File: config.mk
export PLATFORM = sky130hd
export DESIGN_NAME = mem_port_arbiter
export DESIGN_NICKNAME = d
export VERILOG_FILES = /design/src/rtl/core_pkg.sv /design/src/rtl/lsu_store_align.sv /design/src/rtl/mem_port_arbiter.sv
export SDC_FILE = /design/constraint.sdc
export NUM_CORES = 1
export LEC_CHECK = 0
export ABC_AREA = 1
export CAP_MARGIN = 5
export CORE_MARGIN = 2
export CORE_UTILIZATION = 47
export DETAILED_ROUTE_END_ITERATION = 6
export HOLD_SLACK_MARGIN = 0.05
export MAX_ROUTING_LAYER = met4
export PLACE_DENSITY = 0.94
export SETUP_SLACK_MARGIN = 0.05
export SYNTH_ARGS = -nofsm -noshare
export SYNTH_HDL_FRONTEND = slang
export SYNTH_SLANG_ARGS = --single-unit
File: constraint.sdc
create_clock -name clk -period 11.5 [get_ports clk]
set_clock_uncertainty 0.05 [all_clocks]
set_input_delay 2.3 -clock clk [delete_from_list [all_inputs] [get_ports clk]]
set_output_delay 2.3 -clock clk [all_outputs]
set_load 0.01 [all_outputs]
File: src/rtl/core_pkg.sv
// Shared types for the memory-port arbiter: access widths and arbiter FSM states.
package core_pkg;

   typedef enum logic [1:0] {
      DW_BYTE = 2'b00,
      DW_HALF = 2'b01,
      DW_WORD = 2'b10
   } dw_e;

   typedef enum logic [1:0] {
      IDLE    = 2'b00,
      REQ_IF  = 2'b01,
      REQ_LSU = 2'b10,
      DRAIN   = 2'b11
   } arb_state_t;

endpackage

File: src/rtl/lsu_store_align.sv
// Byte-lane strobes, lane-replicated store data and misalignment detection
// for a single LSU access.
module lsu_store_align
   import core_pkg::*;
(
   input  logic [1:0]  addr_lo,
   input  dw_e         width,
   input  logic [31:0] wdata,
   output logic [3:0]  wstrb,
   output logic [31:0] wdata_al,
   output logic        misalign
);

   always_comb begin
      wstrb    = 4'b0000;
      wdata_al = 32'h0;
      misalign = 1'b0;
      case (width)
         DW_BYTE: begin
            wstrb    = 4'b0001 << addr_lo;
            wdata_al = {4{wdata[7:0]}};
         end
         DW_HALF: begin
            wstrb    = 4'b0011 << addr_lo;
            wdata_al = {2{wdata[15:0]}};
            misalign = addr_lo[0];
         end
         DW_WORD: begin
            wstrb    = 4'b1111;
            wdata_al = wdata;
            misalign = |addr_lo;
         end
         default: misalign = 1'b1;
      endcase
   end

endmodule

File: src/rtl/mem_port_arbiter.sv
// Shares one memory port between instruction fetch and the LSU, one
// transaction outstanding, with starvation bound and response timeout.
//
// state   | meaning
// IDLE    | no bus transaction; arbitrate, or answer a misaligned LSU access
// REQ_IF  | fetch on the bus, waiting for mem_rvalid
// REQ_LSU | load/store on the bus, waiting for mem_rvalid
// DRAIN   | fetch flushed; bus request held until mem_rvalid, response dropped
module mem_port_arbiter
   import core_pkg::*;
#(
   parameter int STARVE_LIMIT = 4,
   parameter int TIMEOUT      = 255
) (
   input  logic        clk,
   input  logic        rst,
   input  logic        if_req,
   input  logic [31:0] if_addr,
   input  logic        if_flush,
   output logic        if_done,
   output logic [31:0] if_rdata,
   input  logic        lsu_req,
   input  logic        lsu_we,
   input  logic [31:0] lsu_addr,
   input  logic [1:0]  lsu_width,
   input  logic [31:0] lsu_wdata,
   output logic        lsu_done,
   output logic [31:0] lsu_rdata,
   output logic        lsu_err,
   output logic        mem_req,
   output logic        mem_we,
   output logic [31:0] mem_addr,
   output logic [31:0] mem_wdata,
   output logic [3:0]  mem_wstrb,
   input  logic        mem_rvalid,
   input  logic [31:0] mem_rdata
);

   localparam int SW = $clog2(STARVE_LIMIT + 1);
   localparam int TW = $clog2(TIMEOUT + 1);

   arb_state_t  state_q, state_d;
   logic [SW-1:0] starve_q, starve_d;
   logic [TW-1:0] tmo_q, tmo_d;
   logic        mem_req_q, mem_req_d;
   logic        mem_we_q, mem_we_d;
   logic [31:0] mem_addr_q, mem_addr_d;
   logic [31:0] mem_wdata_q, mem_wdata_d;
   logic [3:0]  mem_wstrb_q, mem_wstrb_d;
   logic        if_done_q, if_done_d;
   logic [31:0] if_rdata_q, if_rdata_d;
   logic        lsu_done_q, lsu_done_d;
   logic [31:0] lsu_rdata_q, lsu_rdata_d;
   logic        lsu_err_q, lsu_err_d;

   logic [3:0]  al_wstrb;
   logic [31:0] al_wdata;
   logic        al_misalign;
   logic        if_live, if_forced, lsu_win, if_win, tmo_tc;

   lsu_store_align u_align (
      .addr_lo  (lsu_addr[1:0]),
      .width    (dw_e'(lsu_width)),
      .wdata    (lsu_wdata),
      .wstrb    (al_wstrb),
      .wdata_al (al_wdata),
      .misalign (al_misalign)
   );

   // LSU is older and wins by default; a starved fetch is forced through.
   assign if_live   = if_req && !if_flush;
   assign if_forced = if_live && (starve_q == SW'(STARVE_LIMIT));
   assign lsu_win   = lsu_req && !if_forced;
   assign if_win    = if_live && !lsu_win;
   assign tmo_tc    = (tmo_q == '0);

   always_comb begin
      state_d     = state_q;
      starve_d    = starve_q;
      tmo_d       = tmo_q;
      mem_req_d   = mem_req_q;
      mem_we_d    = mem_we_q;
      mem_addr_d  = mem_addr_q;
      mem_wdata_d = mem_wdata_q;
      mem_wstrb_d = mem_wstrb_q;
      if_done_d   = 1'b0;
      if_rdata_d  = if_rdata_q;
      lsu_done_d  = 1'b0;
      lsu_rdata_d = lsu_rdata_q;
      lsu_err_d   = 1'b0;

      case (state_q)
         IDLE: begin
            if (!if_req || if_win)
               starve_d = '0;
            else if (if_live && lsu_win && starve_q != SW'(STARVE_LIMIT))
               starve_d = starve_q + SW'(1);

            if (lsu_win) begin
               if (al_misalign) begin
                  lsu_done_d  = 1'b1;
                  lsu_err_d   = 1'b1;
                  lsu_rdata_d = 32'h0;
               end else begin
                  state_d     = REQ_LSU;
                  mem_req_d   = 1'b1;
                  mem_we_d    = lsu_we;
                  mem_addr_d  = lsu_addr & 32'hFFFF_FFFC;
                  mem_wdata_d = lsu_we ? al_wdata : 32'h0;
                  mem_wstrb_d = lsu_we ? al_wstrb : 4'b0000;
                  tmo_d       = TW'(TIMEOUT - 1);
               end
            end else if (if_win) begin
               state_d     = REQ_IF;
               mem_req_d   = 1'b1;
               mem_we_d    = 1'b0;
               mem_addr_d  = if_addr & 32'hFFFF_FFFC;
               mem_wdata_d = 32'h0;
               mem_wstrb_d = 4'b0000;
               tmo_d       = TW'(TIMEOUT - 1);
            end
         end

         REQ_IF: begin
            // A flush arriving with the response or the timeout drops it.
            if (mem_rvalid || tmo_tc) begin
               state_d   = IDLE;
               mem_req_d = 1'b0;
               if (!if_flush) begin
                  if_done_d  = 1'b1;
                  if_rdata_d = mem_rvalid ? mem_rdata : 32'h0;
               end
            end else begin
               tmo_d = tmo_q - TW'(1);
               if (if_flush)
                  state_d = DRAIN;
            end
         end

         REQ_LSU: begin
            if (mem_rvalid) begin
               state_d     = IDLE;
               mem_req_d   = 1'b0;
               lsu_done_d  = 1'b1;
               lsu_rdata_d = mem_rdata;
            end else if (tmo_tc) begin
               state_d     = IDLE;
               mem_req_d   = 1'b0;
               lsu_done_d  = 1'b1;
               lsu_err_d   = 1'b1;
               lsu_rdata_d = 32'h0;
            end else begin
               tmo_d = tmo_q - TW'(1);
            end
         end

         DRAIN: begin
            if (mem_rvalid || tmo_tc) begin
               state_d   = IDLE;
               mem_req_d = 1'b0;
            end else begin
               tmo_d = tmo_q - TW'(1);
            end
         end

         default: begin
            state_d   = IDLE;
            mem_req_d = 1'b0;
         end
      endcase
   end

   always_ff @(posedge clk or posedge rst) begin
      if (rst) begin
         state_q     <= IDLE;
         starve_q    <= '0;
         tmo_q       <= '0;
         mem_req_q   <= 1'b0;
         mem_we_q    <= 1'b0;
         mem_addr_q  <= 32'h0;
         mem_wdata_q <= 32'h0;
         mem_wstrb_q <= 4'b0000;
         if_done_q   <= 1'b0;
         if_rdata_q  <= 32'h0;
         lsu_done_q  <= 1'b0;
         lsu_rdata_q <= 32'h0;
         lsu_err_q   <= 1'b0;
      end else begin
         state_q     <= state_d;
         starve_q    <= starve_d;
         tmo_q       <= tmo_d;
         mem_req_q   <= mem_req_d;
         mem_we_q    <= mem_we_d;
         mem_addr_q  <= mem_addr_d;
         mem_wdata_q <= mem_wdata_d;
         mem_wstrb_q <= mem_wstrb_d;
         if_done_q   <= if_done_d;
         if_rdata_q  <= if_rdata_d;
         lsu_done_q  <= lsu_done_d;
         lsu_rdata_q <= lsu_rdata_d;
         lsu_err_q   <= lsu_err_d;
      end
   end

   assign mem_req   = mem_req_q;
   assign mem_we    = mem_we_q;
   assign mem_addr  = mem_addr_q;
   assign mem_wdata = mem_wdata_q;
   assign mem_wstrb = mem_wstrb_q;
   assign if_done   = if_done_q;
   assign if_rdata  = if_rdata_q;
   assign lsu_done  = lsu_done_q;
   assign lsu_rdata = lsu_rdata_q;
   assign lsu_err   = lsu_err_q;

endmodule

==> impl_metrics.tcl <==
set metrics [dict create \
    grt_pass1_wl_mm 32.4 \
    grt.overflow.total 0 \
    mostFrequentLayoutCells "sky130_fd_sc_hd__nand2_1 (277), sky130_fd_sc_hd__clkdlybuf4s50_1 (269), sky130_fd_sc_hd__dfrtp_1 (148)" \
    initial_core_util_pct 48.4 \
    yosysWarnings 0 \
    dp_cells 1201 \
    layout-drive-gt1-share_pct 7.98 \
    synth_seq_area_share_pct 55.0 \
    die_x_um 124 \
    slew_violations 0 \
    hold_violation_total_from_the_final_report 0 \
    net_load_switching_power_mw 0.856 \
    final_net_count 1180 \
    cts_htree_levels 4 \
    fin_tns_setup_ns 0 \
    clock_insertion_delay_worst_skew_ns 0.42 \
    worst_slew_margin_rel_pct 22.1 \
    dpl_cell_area_um2 9470 \
    hold-worst-slack_ns 0.431 \
    switching_share_pct 35.2 \
    timing.critical_path.mode_cell "sky130_fd_sc_hd__nand2_1" \
    drt-total-wl_mm 20.9 \
    synth.distinct_cells 29 \
    clock-root-buffer "sky130_fd_sc_hd__clkbuf_16" \
    port_buffers 269 \
    diodes 0 \
    grt_max_degree 91 \
    power.density_cell_area_nw_per_um2 242 \
    synth_largest_type_area_fraction_pct 55.0 \
    critical_path_required_ns 11.77 \
    overall_global_routing_usage_pct 28.2 \
    worst_setup_path_start_kind "input port" \
    power.share.combinational_pct 41.2 \
    floorplan.io_pins 274 \
    crit_path_max_fanout 68 \
    vias 6512 \
    critical_path.top_delay_family "buffers and inverters" \
    post-route-drc-count 0 \
    cts.path.max_buffers 2 \
    setup_viol 0 \
    intPower_mw 1.58 \
    power.share.sequential_pct 35.3 \
    synth_top_area_cell "sky130_fd_sc_hd__dfrtp_1" \
    worstSetupEndpointType "flip-flop" \
    arrival_ns 5.29 \
    max_clock_freq_ghz 0.199 \
    final_core_util_pct 72.3 \
    layout_worst_path_cycle_share_pct 43.6 \
    synth_area_leaders "sky130_fd_sc_hd__dfrtp_1 (55%), sky130_fd_sc_hd__nand2_1 (15%), sky130_fd_sc_hd__o21ai_0 (6.2%)" \
    unrepaired_setup_endpoints_after_global_routing "false" \
    cts_repair_resize_count 0 \
    timing.hold.worst.class "flip-flop to flip-flop" \
    yosys_register_bits 148 \
    status "finished, final reports clean" \
    drtAntennaViolNets 0 \
    layout.cell_area.non_filler_um2 10100 \
    fill_cells 1025 \
    critical_path.slowest_cell "sky130_fd_sc_hd__inv_2" \
    die_y_um 124 \
    power.leakage_nw 4.63 \
    finalWorstPathRequiredPeriod_ns 5.02 \
    vias_per_cell 5.28 \
    register_area_um2 3700 \
    max-vdd-ir-drop_mv 0.166 \
    dr.pass1.iters 5 \
    cp_num_buf_inv 5 \
    fp.dieArea_um2 15300 \
    drv_cap 0 \
    grt_antenna_before_repair 0 \
    worst_slew_pin_slew_ns 1.17 \
    post-dp-hpwl_mm 14.2 \
    cts_setup_buffers 0 \
    stdcell_count 1233 \
    finalWeightedCongestion 0.841 \
    critical_path_class "input port to flip-flop" \
    cts_buffers 17 \
    cts_tree "done" \
    wire_per_inst_um 16.9 \
    synthesized_area_divided_by_synthesized_cell_count_um2 8.51 \
    row_count 43 \
    first_global_vias 6478 \
    tritoncts_num_sinks 148 \
    detailedRoute.firstIterationViolations 413 \
    core_region_area_um2 13900 \
    synth.cell_area_um2 6740 \
    mostFrequentLayoutCell "sky130_fd_sc_hd__nand2_1" \
    clk_transition_reported_paths_ns 0.06 \
    clock_power_share_pct 23.6 \
    cts_hold_buffers 0 \
    syn-instance-count 792 \
    crit_chain "clkdlybuf4s50_1 > inv_1 > nand2_1 > nor2_1 > inv_2 > nand2_1 > o21ai_2 > buf_4 > inv_2 > nand2_1 > o21ai_0" \
    max_stage_delay_ns 0.89 \
    multi_input_area_um2 2680 \
    area_growth_syn_to_layout_pct 49.6 \
]
power groups by stage:
stage	clock network, mW	logic (mW)	registers, mW
2_1_floorplan	0	0.366	0.943
3_3_place_gp	0	0.976	0.850
3_5_place_dp	0	1.00	0.860
4_1_cts	0.581	1.01	0.857
5_1_grt	0.603	1.09	0.883
6_report	0.574	1.00	0.859
synthesized netlist by cell type, drive strengths merged:
cell	count
ha	3
o21ai	104
dfrtp	148
buf	29
nand4	4
a22o	4
nand2	279
nor2	18
and3	16
nor3	1
nand3	64
clkbuf	17
clkinv	1
or2	32
o211ai	31
inv	33
conb	1
a21boi	1
a21oi	5
xnor2	1
final cells by class:
cell class / count / share of cell area [%]
clock buffers: 19 / 4.49
clock inverters: 13 / 1.60
inverters: 34 / 1.32
multi-input cells: 565 / 26.5
flip-flops and latches: 148 / 36.7
well taps: 180 / 2.23
repair buffers: 274 / 27.1
kinds of logic (layout without fill, tap and decap cells):
group                      count (synthesis)  in the layout  synth area share [%]
other                                      1              2                0.0556
buffers and inverters                     80            340                  5.48
DFF                                      148            148                  55.0
and+or+nand+nor                          414            414                  26.5
xor gates and xnor gates                   1              1                 0.130
adders and majority gates                  3              3                 0.557
AOI/OAI and AO/OA                        145            145                  12.3
registers in the layout (all words and copies together) (netlist names), 2 cells and up:
name	flops
if_rdata	32
lsu_rdata	32
state_q	2
mem_wdata	32
tmo_q	8
mem_addr	30
mem_wstrb	4
starve_q	3
metal layers:
metal | GRT usage [%] | wire [µm] | part of all wire (%)
met1 | 33.9 | 8300 | 40
met2 | 46.4 | 10600 | 51
met3 | 6.41 | 1320 | 6.3
met4 | 11.2 | 688 | 3.3
met5 | - | 0 | 0
through the flow:
step                setup slack, ns  power [mW]
CTS                            6.52        2.45
detailed placement             6.08        1.86
floorplan                      5.17        1.31
global route                   6.20        2.57
global placement               6.23        1.83
finish                         6.48        2.44
worst min-delay path: stages (launching register included):
cell                      delay (ns)
sky130_fd_sc_hd__dfrtp_1        0.34
sky130_fd_sc_hd__nand2_1        0.05
sky130_fd_sc_hd__nand2_1        0.06
final timing paths:
kind	start	cells past startpoint	to	slack (ns)
worst max-delay path	lsu_width[1]	11	mem_wstrb[2]$_DFFE_PP0P_	6.48
worst min-delay path	mem_addr[16]$_DFFE_PP0P_	2	mem_addr[16]$_DFFE_PP0P_	0.43
worst max register to register	starve_q[0]$_DFFE_PP0P_	12	mem_wstrb[2]$_DFFE_PP0P_	8.49
worst min register to register	mem_addr[16]$_DFFE_PP0P_	2	mem_addr[16]$_DFFE_PP0P_	0.43
max in group asynchronous	rst	3	if_rdata[25]$_DFFE_PP0P_	7.75
min in group asynchronous	rst	2	lsu_rdata[10]$_DFFE_PP0P_	2.36
Note: power is estimated with default switching activity, not from simulation.
